File: config.mk
export PLATFORM = sky130hd
export DESIGN_NAME = vga_sync_gen
export DESIGN_NICKNAME = d
export VERILOG_FILES = /design/src/rtl/vga_sync_gen.sv
export SDC_FILE = /design/constraint.sdc
export NUM_CORES = 1
export LEC_CHECK = 0
export CAP_MARGIN = 30
export CORE_MARGIN = 4
export CORE_UTILIZATION = 40
export DETAILED_ROUTE_END_ITERATION = 7
export PLACE_DENSITY = 0.75
export SLEW_MARGIN = 30
export SYNTH_ARGS = -nofsm -noshare
export SYNTH_HDL_FRONTEND = slang
export SYNTH_SLANG_ARGS = --single-unit
File: constraint.sdc
create_clock -name clk -period 2.2 [get_ports clk]
set_input_delay 0.44 -clock clk [delete_from_list [all_inputs] [get_ports clk]]
set_output_delay 0.44 -clock clk [all_outputs]
set_load 0.02 [all_outputs]
File: src/rtl/vga_sync_gen.sv
// vga_sync_gen: 640x480@60 raster timing with pixel-rate divider.
// Drives hsync/vsync and pixel_x/pixel_y/video_on for the pixel generator.
//
// Ports:
//   clk, reset     : system clock, synchronous active-high reset
//   p_tick         : pixel-rate enable, one clk wide
//   pixel_x/y      : raster counters (10 bit)
//   video_on       : high in the visible region
//   hsync/vsync    : active-low registered sync pulses
//   frame_tick     : one-clk pulse on the first pixel of a frame
module vga_sync_gen #(
  parameter int H_DISPLAY = 640,
  parameter int H_FRONT   = 16,
  parameter int H_RETRACE = 96,
  parameter int H_BACK    = 48,
  parameter int V_DISPLAY = 480,
  parameter int V_FRONT   = 10,
  parameter int V_RETRACE = 2,
  parameter int V_BACK    = 33,
  parameter int TICK_DIV  = 2
) (
  input  logic       clk,
  input  logic       reset,
  output logic       p_tick,
  output logic [9:0] pixel_x,
  output logic [9:0] pixel_y,
  output logic       video_on,
  output logic       hsync,
  output logic       vsync,
  output logic       frame_tick
);

  localparam int H_TOTAL =
    H_DISPLAY + H_FRONT + H_RETRACE + H_BACK;
  localparam int V_TOTAL =
    V_DISPLAY + V_FRONT + V_RETRACE + V_BACK;

  localparam int DW =
    (TICK_DIV > 1) ? $clog2(TICK_DIV) : 1;
  localparam logic [DW-1:0] DIV_MAX = DW'(TICK_DIV - 1);

  localparam logic [9:0] H_MAX = 10'(H_TOTAL - 1);
  localparam logic [9:0] V_MAX = 10'(V_TOTAL - 1);
  localparam logic [9:0] H_VIS = 10'(H_DISPLAY);
  localparam logic [9:0] V_VIS = 10'(V_DISPLAY);
  localparam logic [9:0] HS_LO = 10'(H_DISPLAY + H_FRONT);
  localparam logic [9:0] HS_HI =
    10'(H_DISPLAY + H_FRONT + H_RETRACE - 1);
  localparam logic [9:0] VS_LO = 10'(V_DISPLAY + V_FRONT);
  localparam logic [9:0] VS_HI =
    10'(V_DISPLAY + V_FRONT + V_RETRACE - 1);

  logic [DW-1:0] div_cnt;
  logic [9:0]    x_next;
  logic [9:0]    y_next;
  logic          h_end;
  logic          v_end;

  // Gated by reset so a divide-by-1 build still shows p_tick=0 in reset.
  assign p_tick = !reset && (div_cnt == DIV_MAX);

  always_comb begin
    h_end  = (pixel_x == H_MAX);
    v_end  = (pixel_y == V_MAX);
    x_next = pixel_x;
    y_next = pixel_y;
    if (p_tick) begin
      x_next = h_end ? '0 : pixel_x + 10'd1;
      if (h_end)
        y_next = v_end ? '0 : pixel_y + 10'd1;
    end
  end

  // Syncs load from the next count so they line up with the
  // counter registers in the same clk cycle.
  always_ff @(posedge clk) begin
    if (reset) begin
      div_cnt <= '0;
      pixel_x <= '0;
      pixel_y <= '0;
      hsync   <= 1'b1;
      vsync   <= 1'b1;
    end else begin
      if (div_cnt == DIV_MAX)
        div_cnt <= '0;
      else
        div_cnt <= div_cnt + 1'b1;
      pixel_x <= x_next;
      pixel_y <= y_next;
      hsync   <= !((x_next >= HS_LO) && (x_next <= HS_HI));
      vsync   <= !((y_next >= VS_LO) && (y_next <= VS_HI));
    end
  end

  assign video_on   = (pixel_x < H_VIS) && (pixel_y < V_VIS);
  assign frame_tick = p_tick && (pixel_x == '0) && (pixel_y == '0);

  a_geom: assert property (@(posedge clk)
    (H_TOTAL <= 1024) && (V_TOTAL <= 1024) && (TICK_DIV >= 1));

endmodule

* Yosys cells after proc, flatten, opt, wreduce, memory -nomap -nowiden
Index checks and enable logic that the tools add are counted. Widths: inputs -> output; s select.
Storage, ports and cells: output and inout port bits 25, register bits 23, logic and storage cells 33
Cells by class: reductions and logical operators 12, multiplexer cells 5, $add $sub $neg 3, magnitude comparators 6, eq/ne operators 2
Operators by type and width (number):
- $mux 10 | 5
- $add 10x1->10 const B | 2
- $eq 10x10->1 const B | 2
- $logic_not 10->1 | 2
- $ge 10x10->1 const B | 1
- $ge 10x9->1 const B | 1
- $le 10x10->1 const B | 1
- $le 10x9->1 const B | 1
- $lt 10x10->1 const B | 1
- $lt 10x9->1 const B | 1
- $logic_and 1x1->1 | 6
- $logic_not 1->1 | 3
- $reduce_or 2->1 | 1
- $add 1x1->1 const B | 1

* Longest topological paths before layout
Gate-level depths: netlist (run 1).
depth in word-level cells 7, mapped depth 8, mapped depth without buffers 8

* Worst setup path after synthesis (run 1)
Ideal clock, no wire load.
kind reg2reg, start register pixel_x[0], end register vsync, arrival 1.938 ns, path buffers 1, cell stages (with the launch flop) 8, clock period less this slack 2.070 ns, setup slack 0.130 ns, cell sequence dfxtp_1 ha_1 nand4_1 nor4_2 buf_2 a41oi_1 nor4b_1 nand4_1
Between the ends: cells in the longest elaborated chain, start to end 6, elaborated cells between the ends (all ways) 7
Ends and longest elaborated chain:
- start: declaration | line 25 | output logic [9:0] pixel_x,
- start signal: assignment | line 88 | pixel_x <= x_next;
- $eq 10x10->1 (*) | line 63 | h_end = (pixel_x == H_MAX);
- $mux 10 (*) | line 69 | if (h_end)
- $mux 10 (*) | line 67 | if (p_tick) begin
- $ge 10x9->1 / $le 10x9->1 (equally long branches) | line 91 | vsync <= !((y_next >= VS_LO) && (y_next <= VS_HI));
- $logic_and 1x1->1 (*) | line 91
- $logic_not 1->1 (*) | line 91
- end signal: assignment | line 91
- end: declaration | line 29 | output logic vsync,
Mark *: on every way between the ends. The rest lies on a longest branch, timed or not. A chain may end at the register's enable or synchronous reset.

* Worst setup path after layout (run 1)
start register pixel_y[4], end output port frame_tick
Between the ends: cells in the longest elaborated chain, start to end 2
Ends and longest elaborated chain:
- start: declaration | line 26 | output logic [9:0] pixel_y,
- start signal: assignment | line 89 | pixel_y <= y_next;
- $logic_not 10->1 | line 96 | assign frame_tick = p_tick && (pixel_x == '0) && (pixel_y == '0);
- $logic_and 1x1->1 | line 96
- end: declaration | line 30 | output logic frame_tick
Every way passes these cells.

==> flow_summary.yaml, run 1 <==
synth:
  yosys_warnings: 0
  synth-seq-cells: 23
  avgSynthCellArea_um2: 8.461
  synth_edf_count: 0
  seq_area_frac_synth_pct: 34.01
  async_flop_share_pct: 0
  synth_top_area_share_pct: 34.01
  synth-main-ff-cell: "dfxtp_1"
  yosysTopAreaCell: "dfxtp_1"
  synth_cell_types: 47
  syn_area_um2: 1354
  synth_cells: 160
  synth.net_count: 166
  synth_area_leaders: "dfxtp_1 (34%), nand2_1 (3.9%), a21oi_1 (3.7%)"
cells_and_area:
  nets: 216
  regArea_um2: 460.4
  multi_input_area_um2: 845.8
  layout_common_cells: "buf_4 (27), dfxtp_1 (23), clkdlybuf4s50_1 (23), nand2_1 (14), nor2_1 (12)"
  finish.utilization_pct: 59.33
  final_common_cell: "buf_4"
  n_fill_cell: 275
  stdcell_area_um2: 1871
  drive_above_1_share_pct: 22.97
  antennaDiodeCount: 0
  areaGrowthSynthToFinish_pct: 38.17
clock_tree:
  clk_latency_ns: 0.31
  clk_pin_slew_ns: 0.13
  htree_levels: 1
  hold_buffers: 0
  root_buffer: "clkbuf_4"
  cts_setup_buffers: 0
  cts_tree: "yes"
  cts_buffers: 3
  cts-root-to-sink-buffers: 2
  cts.sinks: 23
grt:
  grt_max_degree: 22
  grt_pass1_vias: 1412
  grt_first_pass_wirelength_mm: 6.417
  antenna_found_initial: 0
  grt-ovfl-total: 0
  track_usage_pct: 18.39
pwr:
  power_w: 0.0006676
  p_leak_nw: 0.6986
  powerDensity_nw_per_um2: 356.9
  vdd_drop_max_mv: 0.2204
sta:
  hold_viol: 0
  finalClockSkew_ns: 0.003672
  tightestPinTransition_ns: 0.4009
  setup_tns_ns: 0
  rsz0062_at_grt: "false"
  finalSetupViolCount: 0
  relSlewSlack_pct: 73.24
  timing.fmax_ghz: 0.4797
  min_period_ns: 2.085
  finalCritPeriodShare_pct: 94.77
  slew_viol_final: 0
critical_path:
  critPathLaunchType: "register"
  path_delay_family: "simple AND/OR/NAND/NOR gates"
  crit_required_ns: 1.76
  worstSetupPathType: "register to primary output"
  end_kind: "primary output"
  worst-path-buf-inv: 1
  slowest_stage: "or4_4"
  crit_chain: "or4_4 -> nor2_1 -> and4_1 -> buf_2"
  crit_fanout: 2
  cp.arrival_ns: 1.64
  slowest_delay_ns: 0.55
detailed_routing:
  drt-initial-drc-count: 97
  post_drt_wl_per_cell_um: 14.11
  via_count: 1375
  drc: 0
  via_per_inst: 5.435
  totalWireLength_mm: 3.570
  dr.pass1.iters: 4
  antenna_left: 0
die:
  die-height_um: 66.18
  start_util_pct: 42.94
  row_count: 20
  dieArea_um2: 4379
  dieWidth_um: 66.18
  core_um2: 3153
  ioPinCount: 27
job:
  maxCapViolCount: 0
worst_hold_path:
  hold_class: "register to register"
placed_design:
  dp_hpwl_mm: 2.755
  portBuffers: 26
  placed_area_um2: 1837
  place_congestion: 0.8951
status:
  status: "complete, no violations"
-- cell usage after synthesis, types with 3 or more instances --
master	count
a31oi_1	3
nand4_1	4
nand2_1	14
and3_1	3
dfxtp_1	23
ha_1	4
nor2_1	12
xor2_1	5
nor3_1	6
inv_1	6
clkbuf_1	4
nand3_1	5
or3_1	3
nand3b_1	3
xnor2_1	5
buf_2	4
o21ai_0	9
a21oi_1	10
-- kinds of logic (layout without fill, tap and decap cells) --
logic type / Yosys count / in the layout / synth area share [%]
AND/OR/NAND/NOR: 74 / 74 / 35.40
adder cells (fa/ha/maj): 4 / 4 / 3.697
multiplexers: 1 / 1 / 0.8317
AO/OA/AOI/OAI: 33 / 33 / 14.97
XOR/XNOR: 10 / 10 / 6.469
flip-flops: 23 / 23 / 34.01
buffers and inverters: 15 / 64 / 4.620
-- path summary, 6_finish.rpt --
kind	start	end	slack, ns	depth (start not counted)
worst max-delay path	pixel_y[4]	frame_tick	0.12	4
worst min-delay path	pixel_x[1]	pixel_x[1]	0.53	2
worst max register to register	pixel_x[6]	hsync	0.16	6
worst min register to register	pixel_x[1]	pixel_x[1]	0.53	2
-- timing repair --
item                                    4_1_cts  5_1_grt
pin swaps                                     0        0
gates resized for setup                       9        4
endpoints found under the setup margin        2        3
-- final cells by class --
type	count	area share [%]
inverter	7	1.472
tap	44	2.943
timing repair buffer	53	24.35
clock buffer	4	1.405
sequential	23	24.62
multi-input combinational	122	45.22
-- where the power goes --
part	leakage, nW	internal (W)	switching, W
clock	0.0150	0.0000708	0.000129
sequential	0.186	0.000420	0.00000557
combinational	0.498	0.0000197	0.0000226
-- metal layers --
metal	track usage, %	vias to the layer above	share of wire [%]	wire length, µm
met3	1.531	4	4.7	169
li1	-	687	-	-
met2	30.24	46	47	1671
met5	0	-	0	0
met1	24.84	638	47	1685
met4	6.853	0	1.2	44
-- stage by stage --
stage	cells	setup WS, ns	hold WS (ns)
floorplan	160	0.1300	0.4616
global placement	249	-0.3270	0.4910
detailed placement	249	-0.4021	0.5070
CTS	253	0.003855	0.5380
global route	253	0.002896	0.5711
finish	253	0.1152	0.5339
-- worst reg2reg max path: cells and delay by family, from the launching register on --
| family | cells | cell delay, ns |
|---|---|---|
| AND/OR/NAND/NOR | 4 | 1.01 |
| flip-flops | 1 | 0.59 |
| AO/OA/AOI/OAI | 2 | 0.34 |
-- sequential cells by signal, summed over array words and instances, names as in the netlist --
| signal | flops |
|---|---|
| pixel_x | 10 |
| div_cnt | 1 |
| vsync | 1 |
| pixel_y | 10 |
| hsync | 1 |
(Power assumes the default switching activity.)
==> inputs of run 2 (changes only) <==
--- a/config.mk
+++ b/config.mk
@@ -6,8 +6,10 @@
 export NUM_CORES = 1
 export LEC_CHECK = 0
 export CAP_MARGIN = 30
+export CORE_ASPECT_RATIO = 0.6
 export CORE_MARGIN = 4
 export CORE_UTILIZATION = 40
+export CTS_BUF_LIST = sky130_fd_sc_hd__clkbuf_4
 export DETAILED_ROUTE_END_ITERATION = 7
 export PLACE_DENSITY = 0.75
 export SLEW_MARGIN = 30
==> run 2 against run 1 <==
Effect of this change:
- register-to-register slack got worse by 0.06 ns
- routed wire length increased by 14%
- critical path depth increased by 6
- sequential power about the same
- critical path type is now primary input to register
- critical endpoint is now vsync
- largest power group unchanged
==> flow_summary.yaml, run 2 (same netlist as run 1, synthesis figures left out) <==
cells_and_area:
  layout_common_cells: "buf_4 (30), dfxtp_1 (23), clkdlybuf4s50_1 (23), nand2_1 (14), nor2_1 (12)"
  antennaDiodeCount: 0
  stdcell_area_um2: 1891
  drive_above_1_share_pct: 23.58
  areaGrowthSynthToFinish_pct: 39.65
  nets: 219
  largestRegisters: "pixel_x (10), pixel_y (10)"
  final_common_cell: "buf_4"
  n_fill_cell: 311
  finish.utilization_pct: 58.29
grt:
  track_usage_pct: 19.30
  grt_pass1_vias: 1382
  antenna_found_initial: 0
  grt_first_pass_wirelength_mm: 6.679
  grt_max_degree: 22
  grt-ovfl-total: 0
sta:
  hold_viol: 0
  relSlewSlack_pct: 69.36
  finalCritPeriodShare_pct: 98.27
  slew_viol_final: 0
  finalSetupViolCount: 0
  tightestPinTransition_ns: 0.4590
  timing.fmax_ghz: 0.4625
  min_period_ns: 2.162
  finalClockSkew_ns: 0.002476
detailed_routing:
  antenna_left: 0
  drt-initial-drc-count: 155
  via_count: 1463
  via_per_inst: 5.693
  dr.pass1.iters: 4
  post_drt_wl_per_cell_um: 15.77
  totalWireLength_mm: 4.053
  drc: 0
critical_path:
  crit_fanout: 3
  reg2reg_slack_ns: 0.10
  path_delay_family: "simple AND/OR/NAND/NOR gates"
  crit_required_ns: 2.40
  worst_path_most_repeated_cell: "buf_4"
  cp.arrival_ns: 2.36
  slowest_delay_ns: 0.43
  worstSetupPathType: "primary input to register"
  critPathLaunchType: "primary input"
  end_kind: "register"
  crit_chain: "clkdlybuf4s50_1 -> nand2b_4 -> buf_4 -> buf_4 -> nor4_2 -> buf_4 -> and2_1 -> nand3_1 -> o31ai_1 -> nand4_1"
  worst-path-buf-inv: 4
  slowest_stage: "clkdlybuf4s50_1"
clock_tree:
  clk_pin_slew_ns: 0.13
  cts-root-to-sink-buffers: 2
  htree_levels: 1
  cts_buffers: 3
  cts_tree: "yes"
  clk_latency_ns: 0.31
  root_buffer: "clkbuf_4"
  cts.sinks: 23
die:
  core_um2: 3243
  start_util_pct: 41.74
  die-height_um: 53.07
  dieWidth_um: 83.11
  dieArea_um2: 4410
  ioPinCount: 27
  row_count: 16
worst_hold_path:
  hold_class: "register to register"
status:
  status: "complete, no violations"
job:
  maxCapViolCount: 0
pwr:
  p_leak_nw: 0.7044
  powerDensity_nw_per_um2: 363.8
  vdd_drop_max_mv: 0.1469
placed_design:
  dp_hpwl_mm: 3.081
  portBuffers: 26
  place_congestion: 0.8804
  placed_area_um2: 1853
## run 2: layout make-up
type	instances	area, µm²	area share, %
sequential	23	460.4	24.35
timing repair buffer	56	474.2	25.08
inverter	7	27.53	1.456
tap	45	56.30	2.978
multi-input combinational	122	842.1	44.54
clock buffer	4	30.03	1.588
## run 2: per-layer routing
| metal | up-vias | global-route usage (%) | share of wire, % |
|---|---|---|---|
| li1 | 696 | - | - |
| met1 | 681 | 25.23 | 45 |
| met2 | 80 | 31.78 | 44 |
| met3 | 6 | 4.977 | 9.8 |
| met4 | 0 | 5.435 | 0.86 |
| met5 | - | 0 | 0 |
## run 2: where the power goes
group	internal [W]	switching [W]	leakage (nW)	total (W)
combinational	0.0000242	0.0000276	0.500	0.0000518
clock	0.0000832	0.000129	0.0184	0.000212
sequential	0.000420	0.00000344	0.186	0.000424
total	0.000527	0.000160	0.704	0.000688
## run 2: final timing paths
path                                  from      end  cells past startpoint
worst max register to register  pixel_x[0]    vsync                      9
worst max-delay path                 reset    vsync                     10
worst min-delay path               div_cnt  div_cnt                      1
worst min register to register     div_cnt  div_cnt                      1
## run 2: through the flow
| stage | setup TNS, ns | std cells | total power [W] | hold WS (ns) | setup slack (ns) |
|---|---|---|---|---|---|
| 2_1_floorplan | 0 | 160 | 0.0004586 | 0.4616 | 0.1300 |
| 3_3_place_gp | -0.9550 | 252 | 0.0004848 | 0.4905 | -0.2496 |
| 3_5_place_dp | -1.588 | 252 | 0.0004867 | 0.5025 | -0.3145 |
| 4_1_cts | 0 | 256 | 0.0006988 | 0.5288 | 0.003827 |
| 5_1_grt | -0.1316 | 257 | 0.0007256 | 0.5812 | -0.08220 |
| 6_report | 0 | 257 | 0.0006877 | 0.5217 | 0.03806 |
## run 2: timing repair
item                       4_1_cts  5_1_grt
buffers inserted                 0        1
pin swaps                        0        3
gates resized for setup          9        3
setup endpoints to repair        3        2
hold buffers                     0        0
==> inputs of run 3 (changes only) <==
--- a/config.mk
+++ b/config.mk
@@ -11,8 +11,7 @@
 export CORE_UTILIZATION = 40
 export CTS_BUF_LIST = sky130_fd_sc_hd__clkbuf_4
 export DETAILED_ROUTE_END_ITERATION = 7
-export PLACE_DENSITY = 0.75
-export SLEW_MARGIN = 30
+export SLEW_MARGIN = 20
 export SYNTH_ARGS = -nofsm -noshare
 export SYNTH_HDL_FRONTEND = slang
 export SYNTH_SLANG_ARGS = --single-unit
==> run 3 against run 2 <==
Effect of this change:
- utilization is 1.4 points higher
- register-to-register slack better by 0.10 ns
- routed wire length is 3.8% lower
- die area stayed put
==> flow_summary.yaml, run 3 (same netlist as run 1, synthesis figures left out) <==
status:
  status: "complete, no violations"
critical_path:
  path_depth: 4
  crit_required_ns: 1.76
  slowest_stage: "or4_4"
  startpoint: "pixel_y[4]"
  critPathLaunchType: "register"
  reg2reg_depth: 8
  crit_fanout: 3
  path_delay_family: "simple AND/OR/NAND/NOR gates"
  slowest_delay_ns: 0.57
  reg2reg_from: "div_cnt"
  crit_chain: "or4_4 -> nor2_2 -> and4_1 -> buf_2"
  worst-path-buf-inv: 1
  cp.arrival_ns: 1.68
  worstSetupPathType: "register to primary output"
  end_kind: "primary output"
clock_tree:
  cts_tree: "yes"
  cts_buffers: 3
  clk_latency_ns: 0.31
  cts.sinks: 23
  clk_pin_slew_ns: 0.13
  hold_buffers: 0
  root_buffer: "clkbuf_4"
  cts_setup_buffers: 0
  cts-root-to-sink-buffers: 2
  htree_levels: 1
die:
  dieArea_um2: 4410
  start_util_pct: 41.74
  die-height_um: 53.07
  dieWidth_um: 83.11
  core_um2: 3243
  ioPinCount: 27
  row_count: 16
sta:
  tightestPinTransition_ns: 0.4003
  hold_viol: 0
  relSlewSlack_pct: 72.93
  slew_viol_final: 0
  finalCritPeriodShare_pct: 96.33
  timing.fmax_ghz: 0.4719
  min_period_ns: 2.119
  finalClockSkew_ns: 0.001281
  finalSetupViolCount: 0
  setup_tns_ns: 0
  rsz0062_at_grt: "false"
detailed_routing:
  drc: 0
  drt-initial-drc-count: 86
  dr.pass1.iters: 5
  post_drt_wl_per_cell_um: 15.11
  via_per_inst: 5.407
  antenna_left: 0
  via_count: 1395
  totalWireLength_mm: 3.899
cells_and_area:
  drive_above_1_share_pct: 27.23
  antennaDiodeCount: 0
  final_common_cell: "buf_4"
  layout_common_cells: "buf_4 (31), clkdlybuf4s50_1 (22), dfxtp_1 (21), nand2_1 (14), nor2_1 (11)"
  finish.utilization_pct: 59.65
  areaGrowthSynthToFinish_pct: 42.88
  largestRegisters: "pixel_x (10), pixel_y (10)"
  nets: 220
grt:
  track_usage_pct: 18.65
  grt_first_pass_wirelength_mm: 6.513
  grt-ovfl-total: 0
  grt_max_degree: 22
  grt_pass1_vias: 1320
  antenna_found_initial: 0
worst_hold_path:
  min_from: "div_cnt"
  worstHoldPathCells: 1
  hold_class: "register to register"
placed_design:
  place_congestion: 0.8366
  portBuffers: 26
  dp_hpwl_mm: 2.997
job:
  maxCapViolCount: 0
pwr:
  vdd_drop_max_mv: 0.2368
  powerDensity_nw_per_um2: 355.1
  p_leak_nw: 0.7221
run 3: layout make-up:
cell class	instances	area, µm²
fill	311	1309
multi-input combinational	122	872.1
timing repair buffer	57	484.2
sequential	23	462.9
tap	45	56.30
clock buffer	4	30.03
inverter	7	28.78
run 3: report_power, final:
part / internal [W] / switching [W]
Sequential: 0.000420 / 0.00000366
Clock: 0.0000832 / 0.000129
Combinational: 0.0000239 / 0.0000271
Total: 0.000527 / 0.000160
run 3: path summary, 6_finish.rpt:
check	slack, ns	end
setup reg to reg	0.20	hsync
setup / recovery	0.08	frame_tick
hold / removal	0.54	div_cnt
hold reg to reg	0.54	div_cnt
run 3: metrics by stage:
| stage | worst slack [ns] | total power (W) | cells | hold WS [ns] | cell area [µm²] |
|---|---|---|---|---|---|
| CTS | -0.002419 | 0.0006941 | 258 | 0.5320 | 1894 |
| finish | 0.08072 | 0.0006870 | 258 | 0.5355 | 1934 |
| detailed placement | -0.3423 | 0.0004860 | 254 | 0.5029 | 1868 |
| floorplan | 0.1300 | 0.0004586 | 160 | 0.4616 | 1354 |
| global route | 0.02520 | 0.0007122 | 258 | 0.5563 | 1934 |
| global placement | -0.2460 | 0.0004854 | 254 | 0.5027 | 1868 |
run 3: what timing repair did:
item,CTS,global route
pin swaps,0,4
gates resized for setup,7,15
endpoints found under the setup margin,3,5
run 3: metal layers:
layer,global-route usage [%],up-vias,part of all wire [%]
met3,5.288,4,6.5
met4,2.174,0,0.46
met1,26.99,657,51
met5,0,-,0
li1,-,691,-
met2,28.06,43,42
